`config.mk`:
```
export PLATFORM = sky130hd
export DESIGN_NAME = imem_loader
export DESIGN_NICKNAME = d
export VERILOG_FILES = /design/src/rtl/imem_loader.sv
export SDC_FILE = /design/constraint.sdc
export NUM_CORES = 1
export LEC_CHECK = 0
export ABC_AREA = 1
export CORE_MARGIN = 2
export CORE_UTILIZATION = 54
export CTS_CLUSTER_SIZE = 10
export DETAILED_ROUTE_END_ITERATION = 16
export PLACE_DENSITY = 0.91
export SLEW_MARGIN = 10
export SYNTH_ARGS = -nofsm -noshare
export SYNTH_HDL_FRONTEND = slang
export SYNTH_SLANG_ARGS = --single-unit
```
`constraint.sdc`:
```
create_clock -name clk -period 2.8 [get_ports clk]
set_clock_uncertainty 0.15 [all_clocks]
set_input_delay 0.28 -clock clk [delete_from_list [all_inputs] [get_ports clk]]
set_output_delay 0.28 -clock clk [all_outputs]
set_load 0.02 [all_outputs]
```
`src/rtl/imem_loader.sv`:
```
// Boot-time instruction memory loader: assembles little-endian words from a
// byte stream, writes them at consecutive indices, then releases the CPU.
module imem_loader #(
   parameter int unsigned DEPTH = 64,
   parameter int unsigned LEN_W = 7,
   parameter int unsigned WIDTH = 32
) (
   input  logic             clk,
   input  logic             rst_n,
   input  logic             load_start,
   input  logic [LEN_W-1:0] load_len,
   input  logic [7:0]       rx_data,
   input  logic             rx_valid,
   output logic             rx_ready,
   output logic [63:0]      ins_addr,
   output logic [WIDTH-1:0] instruction,
   output logic             W_R,
   output logic             busy,
   output logic             done,
   output logic             err,
   output logic [WIDTH-1:0] checksum,
   output logic             cpu_run
);

   typedef enum logic [1:0] {IDLE, LOAD, WRITE, DONE} state_t;

   state_t           state, state_d;
   logic [1:0]       byte_cnt, byte_cnt_d;
   logic [LEN_W-1:0] word_cnt, word_cnt_d;
   logic [LEN_W-1:0] len_q, len_d;
   logic [63:0]      ins_addr_d;
   logic [WIDTH-1:0] instruction_d, checksum_d;
   logic             err_d, start_ok;
   logic             rx_ready_d, w_r_d, busy_d, done_d, cpu_run_d;

   // Registers; output flags are precomputed from the next state so they
   // line up with the state they describe.
   always_ff @(posedge clk or negedge rst_n) begin
      if (!rst_n) begin
         state       <= IDLE;
         byte_cnt    <= '0;
         word_cnt    <= '0;
         len_q       <= '0;
         ins_addr    <= '0;
         instruction <= '0;
         checksum    <= '0;
         err         <= 1'b0;
         rx_ready    <= 1'b0;
         W_R         <= 1'b1;
         busy        <= 1'b0;
         done        <= 1'b0;
         cpu_run     <= 1'b0;
      end else begin
         state       <= state_d;
         byte_cnt    <= byte_cnt_d;
         word_cnt    <= word_cnt_d;
         len_q       <= len_d;
         ins_addr    <= ins_addr_d;
         instruction <= instruction_d;
         checksum    <= checksum_d;
         err         <= err_d;
         rx_ready    <= rx_ready_d;
         W_R         <= w_r_d;
         busy        <= busy_d;
         done        <= done_d;
         cpu_run     <= cpu_run_d;
      end
   end

   // Next-state and datapath updates.
   always_comb begin
      state_d       = state;
      byte_cnt_d    = byte_cnt;
      word_cnt_d    = word_cnt;
      len_d         = len_q;
      ins_addr_d    = ins_addr;
      instruction_d = instruction;
      checksum_d    = checksum;
      err_d         = err;
      start_ok      = (load_len != '0) && (load_len <= LEN_W'(DEPTH));

      case (state)
         IDLE, DONE: begin
            if (load_start) begin
               if (start_ok) begin
                  len_d      = load_len;
                  checksum_d = '0;
                  word_cnt_d = '0;
                  ins_addr_d = '0;
                  byte_cnt_d = '0;
                  err_d      = 1'b0;
                  state_d    = LOAD;
               end else begin
                  err_d   = 1'b1;
                  state_d = DONE;
               end
            end
         end
         LOAD: begin
            if (rx_valid && rx_ready) begin
               instruction_d[{byte_cnt, 3'b000} +: 8] = rx_data;
               byte_cnt_d = byte_cnt + 2'd1;
               if (byte_cnt == 2'd3) state_d = WRITE;
            end
         end
         WRITE: begin
            checksum_d = checksum ^ instruction;
            word_cnt_d = word_cnt + LEN_W'(1);
            if (word_cnt_d == len_q) begin
               state_d = DONE;
            end else begin
               ins_addr_d = ins_addr + 64'd1;
               byte_cnt_d = '0;
               state_d    = LOAD;
            end
         end
         default: state_d = IDLE;
      endcase

      rx_ready_d = (state_d == LOAD);
      busy_d     = (state_d == LOAD) || (state_d == WRITE);
      w_r_d      = !busy_d;
      done_d     = (state_d == DONE);
      cpu_run_d  = (state_d == DONE) && !err_d;
   end

endmodule
```
## Yosys cells after proc, flatten, opt, wreduce, memory -nomap -nowiden

Cells that the tools add are included.

| cells by class | value |
|---|---|
| bitwise operators | 1 |
| order comparisons | 1 |
| shift-type cells | 2 |
| add/sub/neg operators | 4 |
| equal/unequal tests | 12 |
| reduce and logical (&&, ||, !) cells | 15 |
| muxes and demuxes | 25 |

Operators by type and width:

| kind | count |
|---|---|
| $mux 64 | 3 |
| $pmux 64 s2 | 1 |
| $add 64x1->64 const B | 1 |
| $mux 32 | 2 |
| $pmux 32 s2 | 1 |
| $bwmux 32 | 1 |
| $shift 8x7->32 const A | 1 |
| $shiftx 8x7->32 | 1 |
| $xor 32x32->32 | 1 |
| $mux 2 | 9 |
| $mux 7 | 2 |
| $pmux 7 s2 | 1 |
| $pmux 2 s3 | 2 |
| $eq 2x2->1 const B | 5 |
| $ne 2x2->1 const B | 4 |
| $reduce_and 4->1 | 2 |
| $add 7x1->7 const B | 1 |
| $eq 7x7->1 | 1 |
| $le 7x7->1 const B | 1 |
| $neg 5->7 | 1 |
| $reduce_bool 7->1 | 1 |
| $reduce_and 3->1 | 2 |
| $eq 2x1->1 const B | 2 |
| $logic_and 1x1->1 | 3 |
| other kinds (8) | 11 |

| word-level totals | value |
|---|---|
| bits in registers | 152 |
| input bits | 19 |

## Longest topological paths before layout

Gate-level depths: netlist (run 1).

| depth | value |
|---|---|
| depth after elaboration | 8 |
| depth in mapped cells | 15 |
| mapped depth without buffers | 14 |

## Worst setup path before layout (run 1)

No wires, ideal clock.

| timing | value |
|---|---|
| path type | reg-to-reg |
| start point | reg state[0] |
| end point | reg busy |
| arrival time | 1953 ps |
| period minus slack after synthesis | 2234 ps |
| setup slack | 566 ps |
| data required time | 2519 ps |
| library setup time | 131 ps |
| stages on the path, launching flop included | 14 |
| cells stage by stage | dfrtp_1 > inv_1 > ha_1 > buf_4 > inv_2 > a21oi_1 > nand3_1 > nor2_2 > nand2_1 > nor2_4 > nand2_4 > buf_6 > a21oi_2 > ha_1 |

| on the way | value |
|---|---|
| word-level cells in the longest chain between the ends | 5 |

Ends and longest elaborated chain:

| item | RTL line | source |
|---|---|---|
| start: declaration | 27 | `state_t state, state_d;` |
| start signal: assignment | 54 | `state <= state_d;` |
| $eq 2x2->1 / $logic_not 2->1 (equally long branches) | 82 | `case (state)` |
| $reduce_or 2->1 | 82 |  |
| $pmux 2 s3 * | 82 |  |
| named net state_d[1] | 27 |  |
| $eq 2x1->1 / $eq 2x2->1 (equally long branches) | 121 | `busy_d = (state_d == LOAD) \|\| (state_d == WRITE);` |
| $logic_or 1x1->1 * | 121 |  |
| named net busy_d | 34 | `logic rx_ready_d, w_r_d, busy_d, done_d, cpu_run_d;` |
| end signal: assignment | 64 | `busy <= busy_d;` |
| end: declaration | 18 | `output logic busy,` |

The timed path passes the listed nets; every way through them passes the cells marked *.
A chain may end at the register's enable or synchronous reset.

## Final worst setup path (run 1)

| timing | value |
|---|---|
| start point | reg word_cnt[0] |
| end point | reg cpu_run |

| on the way | value |
|---|---|
| word-level cells in the longest chain between the ends | 6 |

Ends and longest elaborated chain:

| item | RTL line | source |
|---|---|---|
| start: declaration | 29 | `logic [LEN_W-1:0] word_cnt, word_cnt_d;` |
| start signal: assignment | 56 | `word_cnt <= word_cnt_d;` |
| $add 7x1->7 | 108 | `word_cnt_d = word_cnt + LEN_W'(1);` |
| $eq 7x7->1 | 109 | `if (word_cnt_d == len_q) begin` |
| $mux 2 | 109 |  |
| $pmux 2 s3 | 82 |  |
| named net state_d[1] | 27 |  |
| $eq 2x2->1 | -- |  |
| named net done_d | 34 |  |
| $logic_and 1x1->1 | 124 | `cpu_run_d = (state_d == DONE) && !err_d;` |
| named net cpu_run_d | 34 |  |
| end signal: assignment | 66 | `cpu_run <= cpu_run_d;` |
| end: declaration | 22 | `output logic cpu_run` |

The timed path passes the listed nets, and every way through them passes these cells.

==> results of run 1 <==
layout by cell type, fill, tap and decap left out, types with 9 or more instances in the layout:
| master | netlist | routed |
|---|---|---|
| buf_4 | 3 | 13 |
| or2_2 | 33 | 33 |
| o21bai_1 | 11 | 11 |
| clkbuf_16 | 0 | 17 |
| nand2_2 | 9 | 9 |
| xor2_1 | 16 | 16 |
| o21ai_0 | 47 | 47 |
| ha_1 | 12 | 12 |
| clkdlybuf4s50_1 | 0 | 151 |
| dfrtp_1 | 151 | 151 |
| nand3_1 | 86 | 86 |
| nand2_1 | 518 | 518 |
| nand4_1 | 20 | 20 |
| inv_1 | 65 | 65 |
| xnor2_1 | 9 | 9 |
| nor2_1 | 233 | 233 |
| nor2_2 | 9 | 9 |
| a21oi_1 | 34 | 34 |
what timing repair did:
| item | 4_1_cts | 5_1_grt |
|---|---|---|
| hold buffers | 1 | 0 |
| buffers inserted | 0 | 0 |
| endpoints found under the hold margin | 67 | 0 |
metal layers:
metal | up-vias | wire [um] | GRT usage | share of wire
li1 | 4524 | - | - | -
met1 | 4270 | 10750 | 0.3732 | 0.41
met2 | 399 | 12210 | 0.4884 | 0.46
met3 | 91 | 2209 | 0.08050 | 0.084
met4 | 0 | 1155 | 0.1386 | 0.044
met5 | - | 0 | 0 | 0
area by class of cell:
| cell class | instances | area (um2) | share of cell area |
|---|---|---|---|
| timing repair buffer | 169 | 1690 | 0.1469 |
| clock buffer | 18 | 429.2 | 0.03730 |
| clock inverter | 14 | 166.4 | 0.01446 |
| tap | 220 | 275.3 | 0.02392 |
| multi-input combinational | 1075 | 4873 | 0.4236 |
| sequential | 152 | 3805 | 0.3307 |
| inverter | 71 | 266.5 | 0.02316 |
worst max path at each step:
stage	start	to	slack, ps	cells past startpoint
2_1_floorplan	state[0]	busy	570	13
3_3_place_gp	ins_addr[0]	ins_addr[58]	480	12
3_5_place_dp	word_cnt[0]	cpu_run	380	14
4_1_cts	word_cnt[0]	cpu_run	360	14
5_1_grt	word_cnt[0]	cpu_run	150	14
6_report	word_cnt[0]	cpu_run	370	14
power groups by stage:
stage | sequential [mW] | combinational [mW] | clock, mW
2_1_floorplan | 3.63 | 2.62 | 0
3_3_place_gp | 3.21 | 4.31 | 0
3_5_place_dp | 3.22 | 4.44 | 0
4_1_cts | 3.21 | 4.48 | 2.38
5_1_grt | 3.30 | 4.88 | 2.49
6_report | 3.23 | 4.47 | 2.37
logic make-up after synthesis:
| kind of cell | synth area share |
|---|---|
| fa+ha+maj | 0.01635 |
| flops | 0.4144 |
| xor+xnor | 0.02385 |
| simple gates | 0.4199 |
| mux | 0.004906 |
| buf+inv | 0.05478 |
| compound gates | 0.06582 |
flip-flops by register name (all words and copies together) (netlist names), 2 cells and up:
name,count
state,2
word_cnt,7
len_q,7
ins_addr,64
instruction,32
checksum,32
byte_cnt,2
worst register-to-register path: stages, from the launching register on:
cell and delay [ps]:
dfrtp_1 450, ha_1 220, nand2_2 90, nor2_2 150
nand2_1 70, nand2_1 80, nand2_1 90, nand2_2 80
nand2_2 60, nor2_4 140, nand2_4 200, a21oi_2 250
ha_1 200, inv_1 40, nor2_1 110
per-stage QoR:
stage               utilization  cell area (um2)  total power, mW  setup slack [ps]
finish                   0.6938            11510            10.07             372.5
CTS                      0.6938            11510            10.07             357.8
global placement         0.6573            10900            7.524             483.8
global route             0.6938            11510            10.66             148.3
detailed placement       0.6573            10900            7.663             376.1
floorplan                     -             9181            6.250             565.9
==> results.cfg, run 1 <==
[power]
switching_share = 0.4303
power.share.clock = 0.236
switchingPower_mw = 4.332
peakVddDrop_v = 0.001137
power_frac_seq = 0.320
leakage_nw = 4.724
powerDensity_mw_per_mm2 = 875.0
intPower_mw = 5.736
power.share.combinational = 0.444

[critical_path]
start_kind = flop
reg2reg_depth = 14
critPathSlowestCell = dfrtp_1
end_kind = flop
cp.arrival_ps = 2650
r2r_setup_slack_ps = 370
reg2reg_from = word_cnt[0]
worst_ep_required_time_ps = 3020
cp_max_fo = 21
critPathBufInv = 1
critical_path_class = reg -> reg
path_cells = ha_1 -> nand2_2 -> nor2_2 -> nand2_1 -> nand2_1 -> nand2_1 -> nand2_2 -> nand2_2 -> nor2_4 -> nand2_4 -> a21oi_2 -> ha_1 -> inv_1 -> nor2_1
crit_family = simple AND/OR/NAND/NOR gates
reg2reg_to = cpu_run
slowest_delay_ps = 450

[floorplan]
core-area_mm2 = 0.01658
num_rows = 47
die_w_um = 134.4
die_area_mm2 = 0.01806
dieHeight_um = 134.4
io_pins = 153
initial_core_util = 0.5536

[clock_tree]
cts.sinks = 152
cts_resized = 0
cts_buffers = 17
path_clk_slew_ps = 60
tritoncts = yes
max-clock-path-buffers = 2
cts-root-buf = clkbuf_16
clk_latency_ps = 440
h-tree-depth = 4

[timing]
slew_headroom = 0.4145
slew_violations = 0
tightest_slew_ps = 871.6
finalHoldViolCount = 0
timing.fmax_mhz = 411.9
setup-tns-final_ps = 0
rsz0062_at_grt = false
finalSetupViolations = 0
fin_crit_sh = 0.8670
final.min_clock_period_ps = 2428
fin_hold_ws_ps = 271.3

[place]
dp_hpwl_mm = 19.10
numPortBuffers = 152
place_inst = 1686
gp_congestion = 0.9627

[synthesis]
yosys.area.top_type_share = 0.4116
synth_commonest_cells = nand2_1, nor2_1, dfrtp_1
syn_area_mm2 = 0.009181
synthArstFlopShare = 1.000
synth_edf_count = 0
synth.most_common_cell = nand2_1
synth.largest_area_cell = dfrtp_1
synth_nets = 1368
ys_warn_count = 0
ys_ff_latch = 152
synth.area.top_cells = dfrtp_1, nand2_1, nor2_1, nand3_1, inv_1
synth_cells = 1337
synth_cell_types = 38
yosysSeqAreaShare = 0.4144
post_synth.cell_area_avg_um2 = 6.867
synth_ff_type = dfrtp_1

[drt]
dr.pass1.iters = 9
wirelength_mm = 26.32
drt-initial-drc-count = 671
wire_per_inst_um = 15.31
avgViaCountPerCell = 5.401
ant_nets = 0
num_vias = 9284
route.detailed.drc = 0

[hold_path]
worst_hold_path_type = in -> async

[grt]
grt_pass1_vias = 8733
grt_use_total = 0.2999
overflow = 0
grt_pass1_wl_mm = 43.06
antenna_found_initial = 0
grt_max_degree = 71

[final_layout]
nFillCells = 1384
nNetsFinal = 1517
layoutNonFillerInstCount = 1719
areaGrowthSynthToFinish_pct = 25.32
drive_gt1_frac = 0.08005
num_antenna_cells = 0

[status]
outcome = completed

[job]
drv_cap = 0
Note: power is estimated with default switching activity, not from simulation.
==> run 2, diff against run 1 <==
--- a/config.mk
+++ b/config.mk
@@ -8,7 +8,7 @@
 export ABC_AREA = 1
 export CORE_MARGIN = 2
 export CORE_UTILIZATION = 54
-export CTS_CLUSTER_SIZE = 10
+export CTS_CLUSTER_SIZE = 12
 export DETAILED_ROUTE_END_ITERATION = 16
 export PLACE_DENSITY = 0.91
 export SLEW_MARGIN = 10
==> results of run 2 <==
No change in the layout: final DEF, timing and power equal those of run 1.
==> run 3, diff against run 2 <==
--- a/config.mk
+++ b/config.mk
@@ -10,6 +10,7 @@
 export CORE_UTILIZATION = 54
 export CTS_CLUSTER_SIZE = 12
 export DETAILED_ROUTE_END_ITERATION = 16
+export HOLD_SLACK_MARGIN = 0.02
 export PLACE_DENSITY = 0.91
 export SLEW_MARGIN = 10
 export SYNTH_ARGS = -nofsm -noshare
==> results of run 3 <==
No change in the layout: final DEF, timing and power equal those of run 1.
